File: src/rtl/qdr_dly_tap_ctrl.sv
// qdr_dly_tap_ctrl: turns per-line delay-enable pulses into paced IODELAY CE/INC strobes
// and keeps a saturating shadow tap counter for every line.
module qdr_dly_tap_ctrl #(
   parameter int N_DI          = 36,
   parameter int N_DO          = 37,
   parameter int TAP_W         = 5,
   parameter int INIT_TAP      = 0,
   parameter int SETTLE_CYCLES = 4
) (
   input  logic                          clk,
   input  logic                          rst,
   input  logic [N_DI-1:0]               dly_en_i,
   input  logic [N_DO-1:0]               dly_en_o,
   input  logic                          dly_inc_dec,
   output logic [N_DI+N_DO-1:0]          idelay_ce,
   output logic                          idelay_inc,
   output logic [TAP_W*(N_DI+N_DO)-1:0]  dly_cntrs,
   output logic                          dly_busy,
   output logic                          dly_sat
);
   localparam int N  = N_DI + N_DO;
   localparam int SW = $clog2(SETTLE_CYCLES + 1);
   localparam logic [TAP_W-1:0] MAX = '1;
   typedef enum logic [1:0] {IDLE, STROBE, SETTLE} state_t;
   state_t            state;
   logic [N-1:0]      pend, lim, req;
   logic [SW-1:0]     settle;
   logic [TAP_W-1:0]  cnt [N];
   logic              take;
   assign req      = {dly_en_o, dly_en_i};
   assign take     = state == IDLE && |pend;
   assign dly_busy = state != IDLE || |pend;
   for (genvar g = 0; g < N; g++) begin : g_line
      assign lim[g] = dly_inc_dec ? cnt[g] == MAX : cnt[g] == '0;
      assign dly_cntrs[TAP_W*g +: TAP_W] = cnt[g];
   end
   always_ff @(posedge clk) begin
      if (rst) begin
         state      <= IDLE;
         pend       <= '0;
         idelay_ce  <= '0;
         idelay_inc <= 1'b0;
         dly_sat    <= 1'b0;
         settle     <= '0;
         for (int i = 0; i < N; i++) cnt[i] <= TAP_W'(INIT_TAP);
      end else begin
         // taken bits drop out, but pulses arriving this same cycle stay queued
         pend <= take ? req : pend | req;
         case (state)
            IDLE: if (take) begin
               idelay_ce  <= pend & ~lim;
               idelay_inc <= dly_inc_dec;
               dly_sat    <= dly_sat | |(pend & lim);
               state      <= STROBE;
            end
            STROBE: begin
               for (int i = 0; i < N; i++)
                  if (idelay_ce[i]) cnt[i] <= idelay_inc ? cnt[i] + 1'b1 : cnt[i] - 1'b1;
               idelay_ce <= '0;
               settle    <= SW'(SETTLE_CYCLES - 1);
               state     <= SETTLE;
            end
            SETTLE: if (settle == '0) state <= IDLE; else settle <= settle - 1'b1;
            default: state <= IDLE;
         endcase
      end
   end
endmodule

File: config.mk
export PLATFORM = sky130hd
export DESIGN_NAME = qdr_dly_tap_ctrl
export DESIGN_NICKNAME = d
export VERILOG_FILES = /design/src/rtl/qdr_dly_tap_ctrl.sv
export SDC_FILE = /design/constraint.sdc
export NUM_CORES = 1
export LEC_CHECK = 0
export CAP_MARGIN = 10
export CORE_ASPECT_RATIO = 1.5
export CORE_MARGIN = 2
export CORE_UTILIZATION = 59
export DETAILED_ROUTE_END_ITERATION = 6
export GPL_ROUTABILITY_DRIVEN = 1
export PLACE_DENSITY_LB_ADDON = 0.15
export SLEW_MARGIN = 20
export SYNTH_ARGS = -nofsm -noshare
export SYNTH_HDL_FRONTEND = slang
export SYNTH_SLANG_ARGS = --single-unit
File: constraint.sdc
create_clock -name clk -period 16.35 [get_ports clk]
set_input_delay 4.0875 -clock clk [delete_from_list [all_inputs] [get_ports clk]]
set_output_delay 4.0875 -clock clk [all_outputs]
set_load 0.02 [all_outputs]
== Word-level counts from Yosys, hierarchy flattened ==
Memories as Yosys holds them, arrays and structs flattened.
Index checks and enable logic that the tools add are counted.

* $add $sub $neg: 147
* Eq/ne operators: 78
* Muxes and demuxes: 521
* Bitwise gates (word level): 78
* Reduce and logical (&&, ||, !) cells: 86

{| class="wikitable"
|+ Operators with widths
! cell !! count
|-
| 2-to-1 mux 5 bit || 146
|-
| 2-to-1 mux 1 bit || 367
|-
| adder 5 x 1 -> 5 bit, second input constant || 73
|-
| equality test 5 bit, second input constant || 73
|-
| zero test 5 bit || 73
|-
| subtractor 5 x 1 -> 5 bit, second input constant || 73
|-
| bitwise AND 73 bit || 2
|-
| 2-to-1 mux 73 bit || 2
|-
| case mux 73 bit (2 select lines) || 1
|-
| OR reduction 73 bit || 2
|-
| bitwise OR 1 bit || 74
|-
| inverter 73 bit || 1
|-
| bitwise OR 73 bit || 1
|-
| AND reduction 2 bit || 4
|-
| != test 2 bit, second input constant || 3
|-
| case mux 2 bit (3 select lines) || 1
|-
| case mux 3 bit (2 select lines) || 1
|-
| nonzero test 2 bit || 3
|-
| 2-to-1 mux 2 bit || 2
|-
| zero test 3 bit || 1
|-
| 2-to-1 mux 3 bit || 1
|-
| subtractor 3 x 1 -> 3 bit, second input constant || 1
|-
| equality test 2 x 1 -> 1 bit, second input constant || 1
|-
| equality test 2 bit, second input constant || 1
|-
| other kinds (3) || 3
|}

* Flip-flop bits (word level): 153
* Memory bits (writable): 365
* Bits of input ports: 76
* Output and inout bits: 441
* Word-level logic and storage cells: 917
* Memories kept: 1

{| class="wikitable"
|+ Memories
! name !! words !! bits a word !! read ports !! clocked after Yosys merged registers in !! wr ports !! RTL line !! source
|-
| cnt || 73 || 5 || 73 || 0 || 73 || 28 || <nowiki>logic [TAP_W-1:0] cnt [N];</nowiki>
|}

== Logic depth before layout (Yosys ltp) ==
Gate-level depths: netlist (run 1).

* Depth after elaboration: 6
* Gate-level depth with buffers: 9

== Worst setup path before layout (run 1) ==
OpenSTA, ideal clock, no wires.

* Path kind: register to register
* Start point: reg idelay_inc
* End point: mem cnt[66][4] (netlist: cnt[4][14]) (data pin)
* Setup time: 266 ps
* Arrival time: 9097 ps
* Required time: 16084 ps
* Path slack: 6987 ps
* Cell stages (with the launch flop): 9
* Buffers on the path: 2
* Cells stage by stage: dfxtp_1 > clkbuf_1 > clkbuf_1 > inv_1 > ha_1 > a21o_1 > a21oi_1 > xnor2_1 > nor2_1

{| class="wikitable"
|+ RTL lines
! element !! RTL line !! source
|-
| start: declaration || 16 || <nowiki>output logic idelay_inc,</nowiki>
|-
| start signal: assignment || 52 || <nowiki>idelay_inc <= dly_inc_dec;</nowiki>
|-
| end: declaration || 28 ||
|}

== Worst setup path in the final report (run 1) ==
* Start point: reg pend[29]
* End point: out dly_busy

* Longest elaborated chain between the ends: 2

{| class="wikitable"
|+ RTL lines
! element !! RTL line !! source
|-
| start: declaration || 26 || <nowiki>logic [N-1:0] pend, lim, req;</nowiki>
|-
| start signal: assignment || 48 || <nowiki>pend <= take ? req : pend | req;</nowiki>
|-
| OR reduction 73 bit || 32 || <nowiki>assign dly_busy = state != IDLE || |pend;</nowiki>
|-
| logical OR 1 bit || 32 ||
|-
| end: declaration || 18 || <nowiki>output logic dly_busy,</nowiki>
|}

Every way passes these cells.

==> results.txt, run 1 <==
number of enable flip-flop cells after synthesis -> 365
GRT Util Overall -> 36.39%
Clock Latency Late Sink -> 0.58 ns
DPL Wire Length -> 71640 um
outcome -> completed
Clk pwr share -> 30.4%
Yosys reg bits -> 518
Die H -> 283.0 um
peak supply drop -> 0.00008250 V
most frequent cells after synthesis -> nor2_1 (449), edfxtp_1 (365), a21oi_1 (301)
LEAKAGE -> 0.01534 uW
share of the synthesized area in the top cell type -> 35.79%
clock sinks -> 518
Cell Rows -> 102
WL/cell -> 23.89 um
relative slew slack -> 22.77%
fillcell total -> 3711
skew final -> 0.01550 ns
cells after synthesis -> 2948
DRC -> 0
CP Launch Type -> flop
Yosys top cell by area -> edfxtp_1
antenna violations before repair -> 15
Main synth FF type -> edfxtp_1
post-route setup TNS -> 0 ns
Clock Path Buffers -> 3
Pre-antenna DRT Iters -> 6
H-tree levels -> 2
mean post-synth cell area -> 10.39 um^2
critical path fanouts, max -> 4
P per Cell Area -> 96.02 mW/mm^2
Cell Int Power -> 2494 uW
1st-iter DRT viols -> 2085
final worst path period need -> 7.048 ns
top cells by area, synth -> edfxtp_1 (36%), dfxtp_1 (10%), ha_1 (9.0%)
die area -> 0.05378 mm^2
Placed Cells -> 4047
Final Hold Fails -> 0
Seq/Total Area, Yosys -> 45.79%
Layout Cells excl Fill -> 4147
FMAX -> 0.1419 GHz
Logic pwr share -> 25.0%
pin count of the biggest net entering global routing -> 145
CP Capture Type -> output port
worst setup path class -> reg2out
unrepaired setup endpoints after global routing -> no
Reg clk slew, reported paths -> 0.06 ns
Total Nets Final -> 3792
# IOs -> 517
Core Area -> 0.05143 mm^2
Crit path required time -> 12.26 ns
FFs w/ async S/R, synth -> 0%
post-CTS resize count -> 0
postcts setup bufs -> 0
post-synth cell types -> 53
Hold Path Class -> reg2reg
# port buffers -> 516
first-pass GRT wire length -> 151100 um
cell area after synthesis -> 0.03062 mm^2
Worst-Margin Slew -> 1.158 ns
Psw -> 1141 uW
Initial Util -> 59.54%
Hold-fix buffers, CTS -> 0
most common cell in the synthesized netlist -> nor2_1
Sequential Power Share -> 44.6%
CTS tree -> built
max-cap viol count -> 0
layout overhead on the synthesized area -> 23.66%
Post-DRT Antenna Nets -> 0
Clock Tree Root -> clkbuf_16
Slew Limit Fails -> 0
final period utilization -> 43.11%
clock buffer count from CTS -> 49
crit path DAT -> 2.96 ns
Die Span X -> 190.0 um
fraction of layout cells with a size suffix above 1 -> 2.949%
setup violators final -> 0
via count -> 26030
vias in the first global route -> 26285
Post-Route WL -> 99080 um
Tot Pwr -> 3636 uW
GRT overflow -> 0
Syn. warnings -> 0
vias per inst -> 6.277
Net Sw Frac -> 31.39%
Placer Congestion -> 0.9232
Net Count, Synth -> 3318
==> cell usage in the layout (no fill, tap or decap), types with 3 or more instances in the layout <==
cell type        Yosys  layout
clkdlybuf4s50_1      0     514
nor2_1             449     448
edfxtp_1           365     365
a21oi_1            301     301
a21o_1             221     221
ha_1               221     221
nand2_1            152     152
dfxtp_1            153     152
xor2_1             146     146
xnor2_1            146     146
nand3_1            106     106
nor4_1              82      82
nand4_1             82      82
fa_1                73      73
and3_1              70      70
inv_1               57      56
or3_1               51      51
clkbuf_16            0      49
a2bb2o_1            45      45
a22oi_1             24      24
clkbuf_1            61      14
buf_4               10      13
diode_2              0      12
or4_1               12      12
clkbuf_8             0      12
nor3_1              11      11
o2111ai_1           11      11
and4_1               8       8
nor2b_1              9       8
clkinv_2             0       7
clkinv_1             0       4
mux2i_1              3       3
a32oi_1              3       3
a2111oi_0            5       3
or3b_2               3       3
o22ai_1              3       3
nor4b_1              3       3
==> layer usage <==
layer  GRT usage [%]  vias up  wire length (um)
li1                -    11772                 -
met1           41.82    12649             34670
met2           60.22     1260             47830
met3           7.965      341              8561
met4           25.23        8              7962
met5               0        -                57
==> per-stage QoR <==
stage	hold WS [ns]	cell area, um^2	worst slack (ns)	utilization (%)
floorplan	0.4701	30620	6.987	-
global placement	0.4771	36310	8.844	70.60
detailed placement	0.4884	36320	9.093	70.63
CTS	0.4974	37830	9.340	73.56
global route	0.5355	37870	9.223	73.62
finish	0.4911	37870	9.302	73.63
==> logic make-up after synthesis <==
logic type	after synthesis	synth area share (%)
AOI/OAI and AO/OA	629	13.46
xor gates and xnor gates	292	8.351
adders and majority gates	294	13.80
buffers and inverters	166	2.325
DFF	518	45.79
muxes	3	0.09806
and+or+nand+nor	1046	16.17
==> power by group through the flow <==
stage          clock (uW)  sequential, uW  combinational (uW)
2_1_floorplan           0            1680                 523
3_3_place_gp            0            1640                 857
3_5_place_dp            0            1650                 896
4_1_cts              1110            1620                 903
5_1_grt              1160            1630                 984
6_report             1110            1620                 908
==> critical path: stages (launching register included) <==
cell             delay [ns]
dfxtp_1                0.41
nor4_1                 0.70
nand4_1                0.20
nor2_2                 0.31
nand4_1                0.14
clkdlybuf4s50_1        0.62
==> cell type report <==
| cell class | instances | area (um^2) | area share, % |
|---|---|---|---|
| tap | 676 | 845.8 | 2.234 |
| sequential | 518 | 14030 | 37.04 |
| antenna | 12 | 30.03 | 0.07930 |
| multi-input combinational | 2264 | 15920 | 42.05 |
| clock buffer | 75 | 1444 | 3.813 |
| inverter | 57 | 221.5 | 0.5848 |
| clock inverter | 13 | 65.06 | 0.1718 |
| timing repair buffer | 532 | 5310 | 14.02 |
==> worst paths after layout <==
kind	end	slack [ns]	cells after the start	start
max reg2reg	cnt[3][19]	11.87	9	idelay_inc
min	idelay_ce[67]	0.49	2	idelay_ce[67]
max	dly_busy	9.30	5	pend[29]
min reg2reg	idelay_ce[67]	0.49	2	idelay_ce[67]
==> registers in the layout, summed over array words and instances (netlist names) <==
signal	flops
idelay_inc	1
settle	3
cnt	365
dly_sat	1
pend	73
state	2
idelay_ce	73
(Power assumes the default switching activity.)
==> run 2: changes to the inputs <==
Settings changed: CORE_UTILIZATION 59 to 54.
Clock period 16.35 ns to 6.7 ns, I/O delays scaled along.
==> run 2 against run 1 <==
Net effect:
- via count decreased by 0.29%
- highest routed layer unchanged
- largest power group unchanged
- sequential share of layout area is 0.61 points lower
- clock skew is 0.0057 ns higher
==> results.txt, run 2 (same netlist as run 1, synthesis figures left out) <==
Clock Path Buffers -> 3
r2r startpoint -> pend[29]
Pre-antenna DRT Iters -> 6
Tot Pwr -> 9259 uW
WL/cell -> 23.98 um
peak supply drop -> 0.0001797 V
final period utilization -> 73.03%
worst setup path class -> reg2out
antenna violations before repair -> 17
Die H -> 295.7 um
Initial Util -> 54.71%
crit path DAT -> 3.22 ns
max-cap viol count -> 0
Core Area -> 0.05597 mm^2
Post-DP Area -> 0.03670 mm^2
Post-Route WL -> 101700 um
relative slew slack -> 24.04%
Cell Rows -> 106
worst hold stages -> 2
Post-DRT Antenna Nets -> 0
delay of the slowest critical-path stage -> 0.78 ns
post-CTS resize count -> 0
DRC -> 0
skew final -> 0.02118 ns
Clock Tree Root -> clkbuf_16
H-tree levels -> 2
Die Span X -> 198.4 um
Final Hold Fails -> 0
# port buffers -> 516
# IOs -> 517
Hold EP -> idelay_ce[67]
1st-iter DRT viols -> 1947
pin count of the biggest net entering global routing -> 197
most frequent cells in the layout -> clkdlybuf4s50_1 (514), nor2_1 (448), edfxtp_1 (365), a21oi_1 (235)
P per Cell Area -> 240.5 mW/mm^2
Hold-fix buffers, CTS -> 0
final worst path period need -> 4.893 ns
Placer Congestion -> 0.8731
FMAX -> 0.2044 GHz
reg2reg setup slack -> 2.89 ns
layout overhead on the synthesized area -> 25.73%
most used routing layer -> met2
setup violators final -> 0
most frequent CP cell -> nand4_1
Worst-Margin Slew -> 1.139 ns
fin area -> 0.03850 mm^2
critical path fanouts, max -> 4
DPL Wire Length -> 74140 um
M3 GR Usage -> 6.994%
Layout Utilization -> 68.79%
fraction of layout cells with a size suffix above 1 -> 5.242%
Buf+Inv Stages, Crit Path -> 1
GRT overflow -> 0
hold path startpoint -> idelay_ce[67]
GRT Util Overall -> 34.42%
unrepaired setup endpoints after global routing -> no
die area -> 0.05867 mm^2
Crit path required time -> 5.03 ns
CTS tree -> built
Reg with most FFs -> cnt
CP Launch Type -> flop
vias in the first global route -> 26057
max reg flops -> 365
first-pass GRT wire length -> 153400 um
outcome -> completed
worst flop-to-flop path endpoint -> idelay_ce[2]
Slew Limit Fails -> 0
postcts setup bufs -> 0
clock sinks -> 518
via count -> 25954
Clock Latency Late Sink -> 0.59 ns
Reg clk slew, reported paths -> 0.06 ns
CP max stage cell -> nor4_1
Total Nets Final -> 3800
grt met2 use -> 58.88%
cells along the critical path -> nor4_1 -> nand4_1 -> nor2_2 -> nand4_1 -> clkdlybuf4s50_1
vias per inst -> 6.120
most common cell after layout, fill and taps aside -> clkdlybuf4s50_1
CP top delay family -> simple AND/OR/NAND/NOR gates
M1 GR Usage -> 39.73%
clock buffer count from CTS -> 51
Hold Path Class -> reg2reg
LEAKAGE -> 0.01550 uW
top flop regs -> cnt x365, idelay_ce x73, pend x73
cells on worst reg2reg path -> 8
CP Capture Type -> output port
## run 2: layout make-up
type,instances,area (um^2)
Fill cell,4286,17470
Timing Repair Buffer,538,5369
Sequential cell,518,14030
Tap cell,756,945.9
Clock buffer,69,1436
Inverter,57,217.7
Multi-Input combinational cell,2264,16170
Antenna cell,13,32.53
Clock inverter,26,304.0
## run 2: layer usage
metal,vias to the layer above,share of wire (%),routed length [um]
met5,-,0.052,53
met4,8,6.8,6913
met3,285,8.1,8225
met2,1132,49,50150
met1,12738,36,36370
li1,11791,-,-
## run 2: worst max path at each step
stage	start	to	slack [ns]	depth (start not counted)
floorplan	idelay_inc	cnt[0][14]	-0.19	8
global placement	dly_inc_dec	dly_sat	1.99	8
detailed placement	dly_inc_dec	dly_sat	2.00	8
CTS	pend[29]	dly_busy	1.72	5
global route	pend[29]	dly_busy	1.72	5
finish	pend[29]	dly_busy	1.81	5
## run 2: per-stage QoR
| step | setup WS (ns) | cells | setup TNS (ns) | hold slack, ns |
|---|---|---|---|---|
| after CTS | 1.719 | 4227 | 0 | 0.4976 |
| after global routing | 1.721 | 4240 | 0 | 0.5016 |
| after floorplan | -0.1904 | 2948 | -12.60 | 0.4701 |
| final | 1.807 | 4241 | 0 | 0.5030 |
| after detailed placement | 2.004 | 4132 | 0 | 0.4867 |
| after global placement | 1.986 | 4132 | 0 | 0.4723 |
## run 2: report_power, final
part           leakage, uW  internal, uW  switching [uW]
Clock             0.000858          1770            1270
Sequential         0.00504          3640             331
Combinational      0.00961           990            1250
Total               0.0155          6410            2850
## run 2: tightest hold or removal path, cell delays in order, from the launching register on
cell	delay (ns)
dfxtp_1	0.32
nand3_1	0.06
a21oi_1	0.06
==> run 3: changes to the inputs <==
Clock period 6.7 ns to 5 ns, I/O delays scaled along.
==> run 3 against run 2 <==
Net effect:
- register-to-register slack worse by 1.2 ns
- critical path depth is 1 higher
- sequential power is 34% higher
- highest routed layer unchanged
- critical path type unchanged
- largest cell class unchanged
==> results.txt, run 3 (same netlist as run 1, synthesis figures left out) <==
outcome -> completed
Placer Congestion -> 0.9034
Post-DRT Antenna Nets -> 0
Layout Utilization -> 69.21%
CTS tree -> built
fin area -> 0.03874 mm^2
Psw -> 3844 uW
WL/cell -> 24.07 um
Tot Pwr -> 12260 uW
Initial Util -> 54.71%
most common cell after layout, fill and taps aside -> clkdlybuf4s50_1
final period utilization -> 84.92%
final worst path period need -> 4.246 ns
CP max stage cell -> nor4_1
Seq. cell area -> 0.01403 mm^2
critical path fanouts, max -> 4
Logic pwr share -> 25.1%
cells along the critical path -> buf_4 -> nor4_1 -> nand4_1 -> nor2_2 -> nand4_1 -> clkdlybuf4s50_1
Clock Tree Root -> clkbuf_16
LEAKAGE -> 0.01548 uW
r2r startpoint -> idelay_inc
crit path DAT -> 3.00 ns
Net Sw Frac -> 31.35%
GRT Util Overall -> 34.26%
antenna violations before repair -> 15
P per Cell Area -> 316.5 mW/mm^2
clock buffer count from CTS -> 51
Total Nets Final -> 3801
Hold Path Class -> reg2reg
WHS -> 0.5036 ns
Setup crit end -> dly_busy
cells on worst reg2reg path -> 7
pin count of the biggest net entering global routing -> 167
CP Launch Type -> flop
Crit path required time -> 3.75 ns
vias in the first global route -> 26339
Clk pwr share -> 31.3%
# IOs -> 517
Final Hold Fails -> 0
Reg clk slew, reported paths -> 0.06 ns
Slew Limit Fails -> 0
via count -> 26173
Clock Latency Late Sink -> 0.60 ns
most frequent cells in the layout -> clkdlybuf4s50_1 (514), nor2_1 (448), edfxtp_1 (365), a21o_1 (221), ha_1 (221)
DRC -> 0
fillcell total -> 4284
worst flop-to-flop path endpoint -> cnt[2][44]
delay of the slowest critical-path stage -> 0.73 ns
Sequential Power Share -> 43.6%
GRT overflow -> 0
Die Span X -> 198.4 um
Worst-Margin Slew -> 0.9876 ns
Post-Route WL -> 102000 um
multi-input combinational cell area -> 0.01644 mm^2
relative slew slack -> 34.16%
FMAX -> 0.2355 GHz
1st-iter DRT viols -> 2308
Post-DP Area -> 0.03707 mm^2
peak supply drop -> 0.0002600 V
clock sinks -> 518
layout overhead on the synthesized area -> 26.50%
vias per inst -> 6.173
Cell Rows -> 106
max-cap viol count -> 0
max reg flops -> 365
first-pass GRT wire length -> 152900 um
# port buffers -> 516
Clock Path Buffers -> 3
fraction of layout cells with a size suffix above 1 -> 7.260%
Pre-antenna DRT Iters -> 5
H-tree levels -> 2
Die H -> 295.7 um
CP startpoint -> pend[29]
unrepaired setup endpoints after global routing -> no
Hold-fix buffers, CTS -> 0
skew final -> 0.02601 ns
Core Area -> 0.05597 mm^2
die area -> 0.05867 mm^2
post-CTS resize count -> 0
Cell Int Power -> 8416 uW
postcts setup bufs -> 0
setup violators final -> 0
worst setup path class -> reg2out
CP Capture Type -> output port
DPL Wire Length -> 75540 um
Reg with most FFs -> cnt
most frequent CP cell -> nand4_1
top flop regs -> cnt x365, idelay_ce x73, pend x73
reg2reg setup slack -> 1.71 ns
## run 3: worst min path at each step
| stage | startpoint | endpoint | slack [ns] | cells after the start |
|---|---|---|---|---|
| 3_3_place_gp | idelay_ce[67] | idelay_ce[67] | 0.50 | 2 |
| 3_5_place_dp | idelay_ce[70] | idelay_ce[70] | 0.49 | 2 |
| 6_report | idelay_ce[70] | idelay_ce[70] | 0.50 | 2 |
| 4_1_cts | idelay_ce[70] | idelay_ce[70] | 0.50 | 2 |
| 2_1_floorplan | pend[71] | idelay_ce[71] | 0.47 | 2 |
| 5_1_grt | idelay_ce[70] | idelay_ce[70] | 0.52 | 2 |
## run 3: per-stage QoR
stage / instances / setup WS [ns] / TNS (ns)
final: 4240 / 0.7540 / 0
after detailed placement: 4134 / 0.9302 / 0
after global placement: 4134 / 0.9203 / 0
after CTS: 4227 / 0.8008 / 0
after global routing: 4235 / 0.6756 / 0
after floorplan: 2948 / -1.852 / -468.65
## run 3: cell type report
type	instances	share of cell area [%]
inverter	57	0.5620
multi-input combinational	2264	42.45
timing repair buffer	539	14.02
sequential	518	36.21
tap	756	2.442
clock inverter	10	0.1163
antenna	13	0.08398
clock buffer	83	4.115
## run 3: power by group through the flow
stage               clock [uW]  sequential [uW]  combinational (uW)
detailed placement           0             5430                3050
CTS                       3860             5340                3070
floorplan                    0             5500                1840
finish                    3840             5350                3080
global route              4010             5380                3330
global placement             0             5410                2920
## run 3: worst max-delay path, delay by kind of cell (launching register included)
kind                   cells  cell delay [ns]
AND/OR/NAND/NOR            4             1.34
buffers and inverters      2             0.77
flip-flops                 1             0.30
## run 3: layer usage
layer  GRT usage [%]  share of wire (%)  wire length (um)
met2           57.81                 48             49350
met4           20.84                6.8              6985
met1           40.03                 36             36560
met5               0              0.058                59
met3           7.244                8.9              9093
